File: src/rtl/wb_stream_ring_sched.sv
// -----------------------------------------------------------------------------
// wb_stream_ring_sched
//
// Wishbone-configured ring sequencer for a stream writer. The CPU programs a
// ring of NBUF buffer base addresses plus a common buffer size and burst size.
// Once run is set, the block launches the writer on buffer 0, waits for the
// transfer to finish (falling edge of busy), and relaunches on the next buffer.
// This continues until the last buffer (loop=0), or until the CPU clears run
// (loop=1). Each completed buffer bumps done_cnt and optionally raises irq.
//
// Ports
//   wb_clk_i, wb_rst_i        clock, asynchronous active-high reset
//   wb_adr_i .. wb_bte_i      Wishbone slave inputs (sel/cti/bte ignored)
//   wb_dat_o, wb_ack_o        read data (combinational), registered ack
//   wb_err_o                  always 0
//   irq                       buffer-done interrupt, level, W1C in STATUS
//   busy                      writer busy input
//   enable                    one-cycle launch pulse to the writer
//   start_adr, buf_size,
//   burst_size                launch parameters, change only on a launch load
//
// Register map (index = wb_adr_i[5:2])
//   0 CTRL       bit0 run, bit1 loop, bit2 irq_en
//   1 STATUS     bit0 active, bit1 irq (W1C), [6:4] cur_idx, [31:16] done_cnt
//   2 BUF_SIZE   3 BURST_SIZE   4..4+NBUF-1 BUF_ADR[i]   others read 0
// -----------------------------------------------------------------------------
module wb_stream_ring_sched #(
   parameter int WB_AW = 32,
   parameter int WB_DW = 32,
   parameter int NBUF  = 4
) (
   input  logic               wb_clk_i,
   input  logic               wb_rst_i,
   input  logic [5:0]         wb_adr_i,
   input  logic [WB_DW-1:0]   wb_dat_i,
   input  logic [WB_DW/8-1:0] wb_sel_i,
   input  logic               wb_we_i,
   input  logic               wb_cyc_i,
   input  logic               wb_stb_i,
   input  logic [2:0]         wb_cti_i,
   input  logic [1:0]         wb_bte_i,
   output logic [WB_DW-1:0]   wb_dat_o,
   output logic               wb_ack_o,
   output logic               wb_err_o,
   output logic               irq,
   input  logic               busy,
   output logic               enable,
   output logic [WB_AW-1:0]   start_adr,
   output logic [WB_AW-1:0]   buf_size,
   output logic [WB_AW-1:0]   burst_size
);

   localparam int IW = (NBUF > 1) ? $clog2(NBUF) : 1;
   localparam logic [3:0] ADR_FIRST = 4'd4;
   localparam logic [3:0] ADR_LAST  = 4'(4 + NBUF - 1);

   typedef enum logic [2:0] {
      S_IDLE      = 3'd0,
      S_LAUNCH    = 3'd1,
      S_WAIT_BUSY = 3'd2,
      S_RUN       = 3'd3,
      S_DONE      = 3'd4
   } state_t;

   state_t           state_q;
   logic             ack_q;
   logic             run_q, loop_q, irq_en_q, irq_q;
   logic [15:0]      done_cnt_q;
   logic [IW-1:0]    cur_idx_q;
   logic             busy_q;
   logic             enable_q;
   logic [WB_AW-1:0] start_adr_q, buf_size_o_q, burst_size_o_q;
   logic [WB_AW-1:0] buf_size_q, burst_size_q;
   logic [WB_AW-1:0] buf_adr_q [NBUF];

   logic [3:0]       reg_idx_s;
   logic             wr_s, wr_ctrl_s, wr_status_s, wr_bsize_s, wr_burst_s, wr_adr_s;
   logic             adr_hit_s;
   logic [IW-1:0]    adr_sel_s;
   logic [IW-1:0]    nxt_idx_s;
   logic             active_s;
   logic [WB_DW-1:0] rd_data_s;
   logic             unused_s;

   assign reg_idx_s = wb_adr_i[5:2];
   // A write commits on the edge that closes the ack cycle.
   assign wr_s      = wb_cyc_i & wb_stb_i & wb_we_i & ack_q;
   assign adr_hit_s = (reg_idx_s >= ADR_FIRST) && (reg_idx_s <= ADR_LAST);
   assign adr_sel_s = IW'(reg_idx_s - ADR_FIRST);
   assign nxt_idx_s = cur_idx_q + IW'(1);
   assign active_s  = (state_q != S_IDLE);
   assign unused_s  = ^{wb_sel_i, wb_cti_i, wb_bte_i, wb_adr_i[1:0]};

   // Write-strobe decode per register.
   always_comb begin
      wr_ctrl_s   = 1'b0;
      wr_status_s = 1'b0;
      wr_bsize_s  = 1'b0;
      wr_burst_s  = 1'b0;
      wr_adr_s    = 1'b0;
      case (reg_idx_s)
         4'd0:    wr_ctrl_s   = wr_s;
         4'd1:    wr_status_s = wr_s;
         4'd2:    wr_bsize_s  = wr_s;
         4'd3:    wr_burst_s  = wr_s;
         default: wr_adr_s    = wr_s & adr_hit_s;
      endcase
   end

   // Combinational read mux.
   always_comb begin
      rd_data_s = '0;
      case (reg_idx_s)
         4'd0:    rd_data_s = WB_DW'({irq_en_q, loop_q, run_q});
         4'd1:    rd_data_s = WB_DW'({done_cnt_q, 9'd0, 3'(cur_idx_q), 2'd0, irq_q, active_s});
         4'd2:    rd_data_s = WB_DW'(buf_size_q);
         4'd3:    rd_data_s = WB_DW'(burst_size_q);
         default: begin
            if (adr_hit_s) begin
               rd_data_s = WB_DW'(buf_adr_q[adr_sel_s]);
            end else begin
               rd_data_s = '0;
            end
         end
      endcase
   end

   // Ack generator: one-cycle pulse, then one idle cycle even under held stb.
   always_ff @(posedge wb_clk_i or posedge wb_rst_i) begin
      if (wb_rst_i) begin
         ack_q <= 1'b0;
      end else begin
         ack_q <= wb_cyc_i & wb_stb_i & ~ack_q;
      end
   end

   // Configuration registers; they feed the outputs only at a launch load.
   always_ff @(posedge wb_clk_i or posedge wb_rst_i) begin
      if (wb_rst_i) begin
         buf_size_q   <= '0;
         burst_size_q <= '0;
         for (int i = 0; i < NBUF; i++) begin
            buf_adr_q[i] <= '0;
         end
      end else begin
         if (wr_bsize_s) buf_size_q   <= wb_dat_i[WB_AW-1:0];
         if (wr_burst_s) burst_size_q <= wb_dat_i[WB_AW-1:0];
         if (wr_adr_s)   buf_adr_q[adr_sel_s] <= wb_dat_i[WB_AW-1:0];
      end
   end

   // Sequencer FSM with CTRL, irq, counters and registered launch outputs.
   always_ff @(posedge wb_clk_i or posedge wb_rst_i) begin
      if (wb_rst_i) begin
         state_q        <= S_IDLE;
         run_q          <= 1'b0;
         loop_q         <= 1'b0;
         irq_en_q       <= 1'b0;
         irq_q          <= 1'b0;
         done_cnt_q     <= 16'd0;
         cur_idx_q      <= '0;
         busy_q         <= 1'b0;
         enable_q       <= 1'b0;
         start_adr_q    <= '0;
         buf_size_o_q   <= '0;
         burst_size_o_q <= '0;
      end else begin
         busy_q   <= busy;
         enable_q <= 1'b0;
         if (wr_ctrl_s) begin
            run_q    <= wb_dat_i[0];
            loop_q   <= wb_dat_i[1];
            irq_en_q <= wb_dat_i[2];
         end
         // W1C first so a same-edge set in DONE below takes priority.
         if (wr_status_s && wb_dat_i[1]) irq_q <= 1'b0;
         case (state_q)
            S_IDLE: begin
               if (run_q) begin
                  cur_idx_q      <= '0;
                  start_adr_q    <= buf_adr_q[0];
                  buf_size_o_q   <= buf_size_q;
                  burst_size_o_q <= burst_size_q;
                  enable_q       <= 1'b1;
                  state_q        <= S_LAUNCH;
               end
            end
            S_LAUNCH: state_q <= S_WAIT_BUSY;
            S_WAIT_BUSY: begin
               if (busy) state_q <= S_RUN;
            end
            S_RUN: begin
               if (busy_q && !busy) state_q <= S_DONE;
            end
            S_DONE: begin
               done_cnt_q <= done_cnt_q + 16'd1;
               if (irq_en_q) irq_q <= 1'b1;
               if (!run_q) begin
                  state_q <= S_IDLE;
               end else if (!loop_q && (cur_idx_q == IW'(NBUF - 1))) begin
                  run_q   <= 1'b0;
                  state_q <= S_IDLE;
               end else begin
                  cur_idx_q      <= nxt_idx_s;
                  start_adr_q    <= buf_adr_q[nxt_idx_s];
                  buf_size_o_q   <= buf_size_q;
                  burst_size_o_q <= burst_size_q;
                  enable_q       <= 1'b1;
                  state_q        <= S_LAUNCH;
               end
            end
            default: state_q <= S_IDLE;
         endcase
      end
   end

   assign wb_dat_o   = rd_data_s;
   assign wb_ack_o   = ack_q;
   assign wb_err_o   = 1'b0;
   assign irq        = irq_q;
   assign enable     = enable_q;
   assign start_adr  = start_adr_q;
   assign buf_size   = buf_size_o_q;
   assign burst_size = burst_size_o_q;

endmodule

File: config.mk
export PLATFORM = sky130hd
export DESIGN_NAME = wb_stream_ring_sched
export DESIGN_NICKNAME = d
export VERILOG_FILES = /design/src/rtl/wb_stream_ring_sched.sv
export SDC_FILE = /design/constraint.sdc
export NUM_CORES = 1
export LEC_CHECK = 0
export CAP_MARGIN = 20
export CORE_ASPECT_RATIO = 1.5
export CORE_MARGIN = 3
export CORE_UTILIZATION = 52
export CTS_BUF_LIST = sky130_fd_sc_hd__clkbuf_8
export DETAILED_ROUTE_END_ITERATION = 16
export PLACE_DENSITY = 0.78
export SETUP_SLACK_MARGIN = 0.3
export SYNTH_ARGS = -nofsm -noshare
export SYNTH_HDL_FRONTEND = slang
export SYNTH_SLANG_ARGS = --single-unit
export TNS_END_PERCENT = 30
File: constraint.sdc
create_clock -name wb_clk_i -period 9.8 [get_ports wb_clk_i]
set_clock_uncertainty 0.2 [all_clocks]
set_input_delay 1.47 -clock wb_clk_i [delete_from_list [all_inputs] [get_ports wb_clk_i]]
set_output_delay 1.47 -clock wb_clk_i [all_outputs]
set_load 0.01 [all_outputs]
Word level (Yosys, flattened, before mapping)
Index checks and enable logic that the tools add are counted.

storage, ports and cells
  word-level logic and storage cells = 111
  output and inout port bits = 132
  register bits = 316
  input bits = 53

operators by class
  reduce and logical (&&, ||, !) cells = 14
  bitwise logic cells = 8
  $add $sub $neg = 3
  order comparisons = 5
  multiplexer cells = 49
  equal/unequal tests = 13

operators by type and width
  operator                                                           count
  2-to-1 mux 32 bit                                                  15
  case mux 32 bit (2 select lines)                                   3
  binary-select mux 32 bit (select 2 bit)                            2
  bitwise mux 128 bit                                                1
  case mux 32 bit (4 select lines)                                   1
  demux 32 bit (select 2 bit)                                        1
  2-to-1 mux 1 bit                                                   17
  adder 16 x 1 -> 16 bit, second input constant                      1
  case mux 3 bit (5 select lines)                                    1
  != test 2 bit, second input constant                               5
  2-to-1 mux 3 bit                                                   3
  == test 4 x 2 -> 1 bit, second input constant                      2
  == test 3 x 2 -> 1 bit, second input constant                      2
  greater-or-equal comparator 3 bit, second input constant           2
  2-to-1 mux 2 bit                                                   3
  NOT 2 -> 3 bit                                                     2
  bitwise AND 1 bit                                                  5
  logical AND 1 bit                                                  5
  == test 4 x 1 -> 1 bit, second input constant                      1
  greater-or-equal comparator 4 x 3 -> 1 bit, second input constant  1
  <= comparator 4 x 3 -> 1 bit, second input constant                1
  zero test 4 bit                                                    1
  case mux 2 bit (2 select lines)                                    1
  AND reduction 4 bit                                                1
  other kinds (14)                                                   15

Depth between registers and ports, before layout
Gate-level depths: netlist of the first run.

  depth in word-level cells = 8
  mapped depth = 8
  mapped depth without buffers = 6

Worst setup path after synthesis of the first run
No wires, ideal clock.

  path type = input to output
  from = input wb_adr_i[2]
  to = output wb_dat_o[10]
  stages = 5
  required time = 8.130 ns
  path buffers = 2
  setup slack = 5.309 ns
  data arrival time = 2.821 ns
  cell sequence = buf_2 buf_2 mux4_2 a222oi_1 inv_1

on the way
  word-level cells in the longest chain between the ends = 7

ends and longest elaborated chain
  element                                               line  source
  start, declared                                       34    input logic [5:0] wb_adr_i,
  subtractor 2 x 1 -> 2 bit                             89    assign adr_sel_s = IW'(reg_idx_s - ADR_FIRST);
  NOT 2 -> 3 bit (implied by the code)                  120   rd_data_s = WB_DW'(buf_adr_q[adr_sel_s]);
  binary-select mux 32 bit (select 2 bit)               120
  2-to-1 mux 32 bit (implied by the code) (2 in a row)  120
  2-to-1 mux 32 bit                                     119   if (adr_hit_s) begin
  case mux 32 bit (4 select lines) (*)                  113   case (reg_idx_s)
  end, declared                                         42    output logic [WB_DW-1:0] wb_dat_o,

Mark *: on every way between the ends. The rest lies on a longest branch, timed or not. The select of a mux whose other input is x is not followed.

Worst setup path in the final report of the first run
  from = input wb_adr_i[4]
  to = output wb_dat_o[3]

on the way
  word-level cells in the longest chain between the ends = 4

ends and longest elaborated chain
  element                                                                                     line  source
  greater-or-equal comparator 4 x 3 -> 1 bit or <= comparator 4 x 3 -> 1 bit (tied branches)  88    assign adr_hit_s = (reg_idx_s >= ADR_FIRST) && (reg_idx_s <= ADR_LAST);
  logical AND 1 bit                                                                           88
  2-to-1 mux 32 bit                                                                           119
  case mux 32 bit (4 select lines) (*)                                                        113

Mark *: on every way between the ends. The rest lies on a longest branch, timed or not.

==> results of run 1 <==
==> worst min-delay path by stage <==
stage	startpoint	endpoint	slack, ns	depth (start not counted)
5_1_grt	burst_size[28]$_DFFE_PP0P_	burst_size[28]$_DFFE_PP0P_	0.29	2
4_1_cts	wb_ack_o$_DFF_PP0_	wb_ack_o$_DFF_PP0_	0.27	1
3_3_place_gp	wb_ack_o$_DFF_PP0_	wb_ack_o$_DFF_PP0_	0.25	1
2_1_floorplan	done_cnt_q[15]$_DFFE_PP0P_	done_cnt_q[15]$_DFFE_PP0P_	0.25	1
6_report	wb_ack_o$_DFF_PP0_	wb_ack_o$_DFF_PP0_	0.26	1
3_5_place_dp	wb_ack_o$_DFF_PP0_	wb_ack_o$_DFF_PP0_	0.26	1
==> routing by layer <==
metal | share of wire | track usage
met5 | 0 | 0
met2 | 0.53 | 0.453
met3 | 0.054 | 0.0520
met1 | 0.38 | 0.317
met4 | 0.042 | 0.119
==> per-stage QoR <==
step           instance area, sq um  total power, mW
2_1_floorplan                 14800             1.62
3_3_place_gp                  16700             1.75
3_5_place_dp                  16700             1.76
4_1_cts                       17500             2.76
5_1_grt                       17600             2.85
6_report                      17600             2.74
==> flip-flops by register name (all words and copies together), names as in the netlist, 2 cells and up <==
| signal | cells |
|---|---|
| done_cnt_q | 16 |
| buf_size_q | 32 |
| buf_adr_q | 128 |
| burst_size_q | 32 |
| buf_size | 32 |
| cur_idx_q | 2 |
| start_adr | 32 |
| state_q | 3 |
| burst_size | 32 |
==> final cells by class <==
| cell class | instances | share of cell area |
|---|---|---|
| sequential | 316 | 0.450 |
| multi-input combinational | 833 | 0.363 |
| timing repair buffer | 192 | 0.109 |
| clock buffer | 54 | 0.0423 |
| tap | 346 | 0.0246 |
| clock inverter | 27 | 0.00627 |
| inverter | 20 | 0.00449 |
| antenna | 1 | 0.000142 |
==> cells in the final DEF (no fill, tap or decap), drive strengths merged, types with 33 or more instances in the layout <==
master,netlist,final
dfrtp,316,316
nand3b,34,34
clkdlybuf4s50,0,170
o21ai,75,75
nand2,236,236
nor2b,57,57
mux4,33,33
mux2,207,207
inv,20,41
clkbuf,47,54
a21oi,35,35
==> power by group <==
group	switching (mW)	total, mW	internal (mW)
clock network	0.503	1.00	0.499
registers	0.0520	1.42	1.37
logic	0.173	0.319	0.146
==> cell families after synthesis <==
logic type               count (synthesis)  share of synthesized area
multiplexers                           241                      0.208
flip-flops                             316                      0.534
XOR/XNOR                                15                    0.00888
buffers and inverters                  115                     0.0375
adder cells (fa/ha/maj)                  2                    0.00169
other                                    1                   0.000253
AO/OA/AOI/OAI                          180                     0.0791
AND/OR/NAND/NOR                        394                      0.130
==> worst max-delay path: cells and delay by family <==
kind | cells | cell delay (ns)
compound gates | 1 | 0.52
buf+inv | 5 | 1.64
simple gates | 2 | 0.54
==> run metrics, run 1 <==
Final Hold Vio Count 0; Max Cap Viol 0; Non-Filler Instances 1789; Area Growth Syn to Fin 18.8%; Pre-Repair DR Iteration Count 7; cts hold-fix bufs 0; Critical Path RT 8.13 ns; worst setup path endpoint wb_dat_o[3]; CTS tree built; Critical Path AT 4.18 ns; final worst-path cycle share 0.597; multi-input logic area 6390 sq um; leakage power 8.67 nW; Hold Slack 0.264 ns; CP max stage cell a222oi_1; antenna violations before repair 1; reg2reg setup slack 5.75 ns; slowest stage delay, CP 0.52 ns; critical path type in -> out; Synth top cells by count dfrtp_1, nand2_1, mux2_2; Via density 5.95; Final TNS setup 0 ns; Final WS setup 3.95 ns; WL final 39200 um; critical path, cell by cell clkdlybuf4s50_1 > buf_4 > or2_1 > nor2_1 > buf_4 > a222oi_1 > inv_1 > clkdlybuf4s50_1; Antenna Violating Nets Remaining 0; DR vias 10600; unrepaired setup endpoints after global routing false; dpl cells 1706; CTS Root Cell clkbuf_8; largest net degree at the start of global routing 171; FF-to-FF path depth 8; clock sinks 316; sequential area share after synthesis 0.534; HPWL after DPL 24500 um; endpoints failing setup 0; reg2reg start cur_idx_q[0]$_DFFE_PP0P_; clock buffer depth 3; FF+latch count, synth 316; status finished clean; Synth Instances 1264; Async SR Flop Fraction 1.00; measured slew at the worst slew-check pin 1.07 ns; GR Util All Layers 0.263; Vert. Die Dim 213 um; most frequent cell after synthesis dfrtp_1; Util after Layout 0.628; max-slew violations 0; vias in the first global route 11100; layout cell share with drive strength beyond 1 0.228; residual DRC count 0; top cell type's share of synthesized area 0.534; yosys warns 0; first-pass GRT wire length 62200 um; GRT Residual Overflow 0; Slew HR 0.285; Worst Path Max Fanout 42; Die X 144 um; port bufs 172; maximum clock rate 171 MHz; post-synth top area cell dfrtp_1; CORE AREA 28000 sq um; CTS Buf Count 48; Final Wtd Congestion 0.808; dpl ws 3.96 ns; startpoint types input port; EDFF count, synth 0; CTS resizes 0; Syn Area/Cell 11.7 sq um; syn nets 1319; type of the tightest min-delay check reg -> reg; die footprint 30600 sq um; Clk Latency, worst-skew pair 0.58 ns; VDD IR max 0.000110 V; IO Pins 185; Primary FF master, synth dfrtp_1; Layout fillers 2238; top cells by area, synth dfrtp_1, mux2_2, nand2_1; cell area after synthesis 14800 sq um; H-tree depth 2; Critical Path Start wb_adr_i[4]; Worst-path clk slew 0.06 ns; RR Endpoint start_adr[0]$_DFFE_PP0P_; Setup Buffers After CTS 0; min Tclk post-route 5.85 ns; P per Cell Area 156 nW/um^2; CP endpoint kind output pin; DRT iter0 DRCs 636; post-synth cell types 51; DR WL/cell 21.9 um; Reg area 7910 sq um; # nets final 1466; Starting Density 0.529; FP Rows 75
No activity file was read; power rests on OpenSTA's default activity.
==> run 2: changes to the inputs <==
--- a/config.mk
+++ b/config.mk
@@ -8,10 +8,10 @@
 export CAP_MARGIN = 20
 export CORE_ASPECT_RATIO = 1.5
 export CORE_MARGIN = 3
-export CORE_UTILIZATION = 52
+export CORE_UTILIZATION = 58
 export CTS_BUF_LIST = sky130_fd_sc_hd__clkbuf_8
 export DETAILED_ROUTE_END_ITERATION = 16
-export PLACE_DENSITY = 0.78
+export PLACE_DENSITY = 0.83
 export SETUP_SLACK_MARGIN = 0.3
 export SYNTH_ARGS = -nofsm -noshare
 export SYNTH_HDL_FRONTEND = slang
==> constraint.sdc (replaced) <==
create_clock -name wb_clk_i -period 5.6 [get_ports wb_clk_i]
set_clock_uncertainty 0.2 [all_clocks]
set_input_delay 0.84 -clock wb_clk_i [delete_from_list [all_inputs] [get_ports wb_clk_i]]
set_output_delay 0.84 -clock wb_clk_i [all_outputs]
set_load 0.01 [all_outputs]
==> run 2 against run 1 <==
Effect of this change:
- register-to-register slack lost 3.5 ns
- first-iteration DRC count is 12% higher
- wire length down 2.1%
- setup slack got worse by 2.9 ns
- cell count shrank 0.78%
- global-route usage rose by 2.4 points
- utilization is 7.8 points higher
- worst hold slack improved by 0.0067 ns
- critical path type unchanged
- highest routed layer is now met5
==> run metrics, run 2 (synthesis gave the netlist of run 1 again) <==
Worst Hold Endpoint buf_size[27]$_DFFE_PP0P_; maximum clock rate 217 MHz; CTS Buf Count 46 (-4.2%); largest net degree at the start of global routing 145 (-15%); DR vias 10800 (+1.3%); clock sinks 316 (unchanged); Antenna Violating Nets Remaining 0 (unchanged); CTS resizes 0 (unchanged); Util after Layout 0.706 (+0.0778); register share of total power 0.495 (-0.023); VDD IR max 0.000173 V (+56%); P per Cell Area 282 nW/um^2 (+81%); Slew HR 0.301 (+0.0152); DR WL/cell 21.6 um (-1.3%); Final Wtd Congestion 0.845 (+4.7%); FF-to-FF path depth 7 (-1); # nets final 1468 (+0.14%); FP Rows 71 (-5.3%); Final TNS setup 0 ns (unchanged); measured slew at the worst slew-check pin 1.05 ns (-0.0228 ns); WL final 38400 um (-2.1%); internal power contribution 3.74 mW (+86%); Pre-Repair DR Iteration Count 6 (-1); RR Endpoint start_adr[19]$_DFFE_PP0P_; commonest cells after routing, fill and taps aside dfrtp_1, nand2_1, mux2_2, clkdlybuf4s50_1, o21ai_0; Starting Density 0.589 (+0.0594); switching share of power 0.254 (-0.0121); type of the tightest min-delay check reg -> reg; Ant. Diodes 0 (-1); antenna violations before repair 1 (unchanged); design area 17800 sq um (+1.0%); clock buffer depth 3 (unchanged); first-pass GRT wire length 61500 um (-1.0%); startpoint types input port; status finished clean; die footprint 27500 sq um (-10%); Die X 136 um (-5.1%); Worst-path clk slew 0.06 ns (about the same); Vert. Die Dim 202 um (-5.2%); P_sw 1.27 mW (+75%); CTS Root Cell clkbuf_8; min Tclk post-route 4.60 ns; DRT iter0 DRCs 710 (+12%); layout cell share with drive strength beyond 1 0.238 (+0.00958); Layout fillers 1760 (-21%); leakage power 8.74 nW (+0.87%); GR Util All Layers 0.287 (+0.0244); dpl cells 1690 (-0.94%); reg2reg start cur_idx_q[0]$_DFFE_PP0P_; Setup Buffers After CTS 0 (unchanged); Area Growth Syn to Fin 20.0%; Critical Path RT 4.56 ns (-3.57 ns); Max Cap Viol 0 (unchanged); final worst-path cycle share 0.821; CP endpoint kind output pin; Final Hold Vio Count 0 (unchanged); Non-Filler Instances 1775 (-0.78%); vias in the first global route 11300 (+2.1%); reg2reg setup slack 2.22 ns (-3.53 ns); Via density 6.07 (+2.1%); Largest Register buf_adr_q; endpoints failing setup 0 (unchanged); Clk Latency, worst-skew pair 0.57 ns (about the same); Final WS setup 1.00 ns (-2.95 ns); Post-DP Area 16700 sq um (unchanged); CTS tree built; critical path type in -> out; residual DRC count 0 (unchanged); Critical Path AT 3.56 ns (-0.62 ns); WHS Path Cells 2 (+1); max-slew violations 0 (unchanged); HPWL after DPL 24000 um (-1.9%); GRT Residual Overflow 0 (unchanged); cts hold-fix bufs 0 (unchanged); port bufs 172 (unchanged); max reg flops 128 (unchanged); CORE AREA 25100 sq um (-10%); H-tree depth 2 (unchanged); clock network power share 0.393 (+0.027); Worst Path Max Fanout 16 (-62%); hold path start buf_size[27]$_DFFE_PP0P_; unrepaired setup endpoints after global routing false; Gate power share 0.112 (-0.004); commonest non-fill, non-tap cell in the layout dfrtp_1; IO Pins 185 (unchanged); dpl ws 0.972 ns (-2.99 ns)
[run 2: cell count changes in the layout (fill, tap and decap cells not counted)]
cell,delta
buf_12,+1
diode_2,-1
buf_16,+1
inv_1,-10
buf_4,+2
clkinv_2,+1
clkbuf_8,+9
bufinv_16,+2
clkinvlp_4,-1
[run 2: power groups by stage]
stage	Sequential [mW]	Clock (mW)	Combinational, mW
finish	2.48	1.97	0.559
global route	2.49	2.10	0.610
CTS	2.48	2.00	0.560
detailed placement	2.52	0	0.557
global placement	2.51	0	0.542
floorplan	2.51	0	0.326
[run 2: worst max-delay path by stage]
stage | start | endpoint | slack, ns | depth (start not counted)
3_5_place_dp | wb_adr_i[2] | wb_dat_o[19] | 0.97 | 6
4_1_cts | wb_adr_i[2] | wb_dat_o[19] | 0.97 | 6
2_1_floorplan | wb_rst_i | buf_adr_q[0]$_DFFE_PP0P_ | 0.35 | 1
6_report | wb_adr_i[4] | wb_dat_o[3] | 1.00 | 7
3_3_place_gp | wb_adr_i[2] | wb_dat_o[19] | 1.00 | 6
5_1_grt | wb_adr_i[2] | wb_dat_o[19] | 0.79 | 6
[run 2: critical path: stages]
cell	delay, ns
clkdlybuf4s50_1	0.91
or2_1	0.51
nor2_1	0.08
buf_4	0.23
a222oi_1	0.43
inv_1	0.08
clkdlybuf4s50_1	0.48
[run 2: area by class of cell]
type | instances | area [sq um] | share of cell area
multi-input combinational | 833 | 6390 | 0.360
clock inverter | 19 | 130 | 0.00733
clock buffer | 63 | 867 | 0.0488
tap | 328 | 410 | 0.0231
timing repair buffer | 196 | 1970 | 0.111
inverter | 20 | 78.8 | 0.00444
sequential | 316 | 7910 | 0.445
[run 2: per-stage QoR]
step | power [mW] | hold slack, ns
global route | 5.20 | 0.293
CTS | 5.04 | 0.273
floorplan | 2.83 | 0.245
global placement | 3.06 | 0.249
detailed placement | 3.08 | 0.261
finish | 5.01 | 0.271
[run 2: layer usage]
layer,vias up,share of wire,routed length (um),GRT usage
met5,-,0.00021,8,0
met4,2,0.040,1530,0.134
met3,96,0.072,2780,0.0600
met2,430,0.52,19800,0.487
met1,5492,0.37,14300,0.349
li1,4760,-,-,-
==> run 3: changes to the inputs <==
--- a/config.mk
+++ b/config.mk
@@ -8,10 +8,10 @@
 export CAP_MARGIN = 20
 export CORE_ASPECT_RATIO = 1.5
 export CORE_MARGIN = 3
-export CORE_UTILIZATION = 58
+export CORE_UTILIZATION = 52
 export CTS_BUF_LIST = sky130_fd_sc_hd__clkbuf_8
 export DETAILED_ROUTE_END_ITERATION = 16
-export PLACE_DENSITY = 0.83
+export PLACE_DENSITY = 0.78
 export SETUP_SLACK_MARGIN = 0.3
 export SYNTH_ARGS = -nofsm -noshare
 export SYNTH_HDL_FRONTEND = slang
==> constraint.sdc (replaced) <==
create_clock -name wb_clk_i -period 4.05 [get_ports wb_clk_i]
set_clock_uncertainty 0.2 [all_clocks]
set_input_delay 0.6075 -clock wb_clk_i [delete_from_list [all_inputs] [get_ports wb_clk_i]]
set_output_delay 0.6075 -clock wb_clk_i [all_outputs]
set_load 0.01 [all_outputs]
==> run 3 against run 2 <==
Effect of this change:
- setup slack worse by 0.60 ns
- sequential power rose by 39%
- wire length increased by 1.6%
- largest power group unchanged
- sequential share of layout area shrank 0.27 points
- clock power is 34% higher
- design area up 0.62%
- register-to-register slack worse by 1.4 ns
==> run metrics, run 3 (synthesis gave the netlist of run 1 again) <==
IO Pins 185 (unchanged); measured slew at the worst slew-check pin 0.899 ns (-0.150 ns); Critical Path RT 3.24 ns (-1.32 ns); CTS tree built; cts hold-fix bufs 0 (unchanged); FF-to-FF path depth 6 (-1); Antenna Violating Nets Remaining 0 (unchanged); Largest Register buf_adr_q; DRT iter0 DRCs 775 (+9.2%); GR Util All Layers 0.259 (-0.0283); CTS Buf Count 46 (unchanged); die footprint 30600 sq um (+11%); max layer used met4; final worst-path cycle share 0.900; commonest cells after routing, fill and taps aside dfrtp_1, nand2_1, mux2_2, clkdlybuf4s50_1, o21ai_0; Layout fillers 2177 (+24%); leakage power 8.81 nW (+0.82%); vias in the first global route 10900 (-3.5%); Die X 144 um (+5.4%); maximum clock rate 274 MHz; critical path type in -> out; # nets final 1480 (+0.82%); CORE AREA 28000 sq um (+11%); max reg flops 128 (unchanged); Final Hold Vio Count 0 (unchanged); status finished clean; CP endpoint kind output pin; RR Endpoint start_adr[7]$_DFFE_PP0P_; Pre-Repair DR Iteration Count 7 (+1); first-pass GRT wire length 61600 um (about the same); Final Wtd Congestion 0.816 (-3.4%); endpoints failing setup 0 (unchanged); FP Rows 75 (+5.6%); WL final 39000 um (+1.6%); Via density 5.90 (-2.8%); residual DRC count 0 (unchanged); HPWL after DPL 24800 um (+3.4%); Post-DP Area 16900 sq um (+1.1%); multi-input logic area 6390 sq um (unchanged); Vert. Die Dim 213 um (+5.4%); clock sinks 316 (unchanged); Worst Path Max Fanout 31 (+15); GRT Residual Overflow 0 (unchanged); Reg area 7910 sq um (unchanged); max-slew violations 0 (unchanged); Max Cap Viol 0 (unchanged); reg2reg setup slack 0.86 ns (-1.36 ns); layout cell share with drive strength beyond 1 0.243 (+0.00492); VDD IR max 0.000264 V (+53%); type of the tightest min-delay check in -> async; port bufs 172 (unchanged); DR vias 10700 (-0.98%); total chip power 6.86 mW (+37%); Starting Density 0.529 (-0.0594); P per Cell Area 384 nW/um^2 (+36%); commonest non-fill, non-tap cell in the layout dfrtp_1; Slew HR 0.401 (+0.100); CTS Root Cell clkbuf_8; antenna violations before repair 0 (-1); Ant. Diodes 0 (unchanged); largest net degree at the start of global routing 107 (-26%); DR WL/cell 21.6 um (-0.33%); Critical Path AT 2.84 ns (-0.72 ns); unrepaired setup endpoints after global routing false; H-tree depth 2 (unchanged); design area 17900 sq um (+0.62%); startpoint types input port; clock buffer depth 3 (unchanged); min Tclk post-route 3.65 ns; met3 wire len 2250 um (-19%); Clk Latency, worst-skew pair 0.57 ns (about the same); Worst-path clk slew 0.07 ns (about the same); Met1 Wirelength 15000 um (+5.4%); wire length on met2 20300 um (+2.3%); reg2reg start cur_idx_q[0]$_DFFE_PP0P_; Area Growth Syn to Fin 20.7%
==> run 3: layer usage <==
metal,track usage,up-vias
li1,-,4784
met1,0.328,5420
met2,0.445,380
met3,0.0425,90
met4,0.0997,0
met5,0,-
==> run 3: timing repair <==
item | in CTS | in global routing
setup endpoints to repair | 0 | 1
setup buffers | 0 | 0
resized for setup | 0 | 1
==> run 3: final cells by class <==
cell class	instances	share of cell area
clock inverter	21	0.00483
timing repair buffer	208	0.116
multi-input combinational	833	0.357
tap	346	0.0242
clock buffer	65	0.0501
inverter	20	0.00441
sequential	316	0.443
==> run 3: power breakdown <==
part | switching (mW) | internal (mW) | total [mW]
registers | 0.133 | 3.31 | 3.44
clock network | 1.22 | 1.42 | 2.64
logic | 0.422 | 0.364 | 0.786
total | 1.77 | 5.09 | 6.86
==> run 3: per-stage QoR <==
step           setup TNS (ns)  std cells  hold slack, ns   util  setup slack, ns
3_5_place_dp                0       1723           0.257  0.604            0.383
6_report                    0       1809           0.149  0.639            0.403
2_1_floorplan         -306.00       1264           0.245      -           -0.968
3_3_place_gp                0       1723           0.249  0.604            0.382
4_1_cts                     0       1809           0.133  0.639            0.366
5_1_grt                     0       1809           0.161  0.639            0.379
==> run 3: worst max path at each step <==
stage	startpoint	end	cells past startpoint	slack, ns
after floorplan	wb_rst_i	buf_adr_q[0]$_DFFE_PP0P_	1	-0.97
after global placement	wb_adr_i[4]	wb_dat_o[16]	6	0.38
after detailed placement	wb_adr_i[4]	wb_dat_o[16]	6	0.38
after CTS	wb_adr_i[4]	wb_dat_o[16]	6	0.37
after global routing	wb_adr_i[4]	wb_dat_o[13]	7	0.38
final	wb_adr_i[4]	wb_dat_o[16]	6	0.40
==> run 3: worst max-delay path, cell delays in order <==
cell and delay (ns):
clkdlybuf4s50_1 0.55, buf_6 0.26, nor2b_1 0.28, a221oi_1 0.13, nor3_1 0.37, clkdlybuf4s50_1 0.63
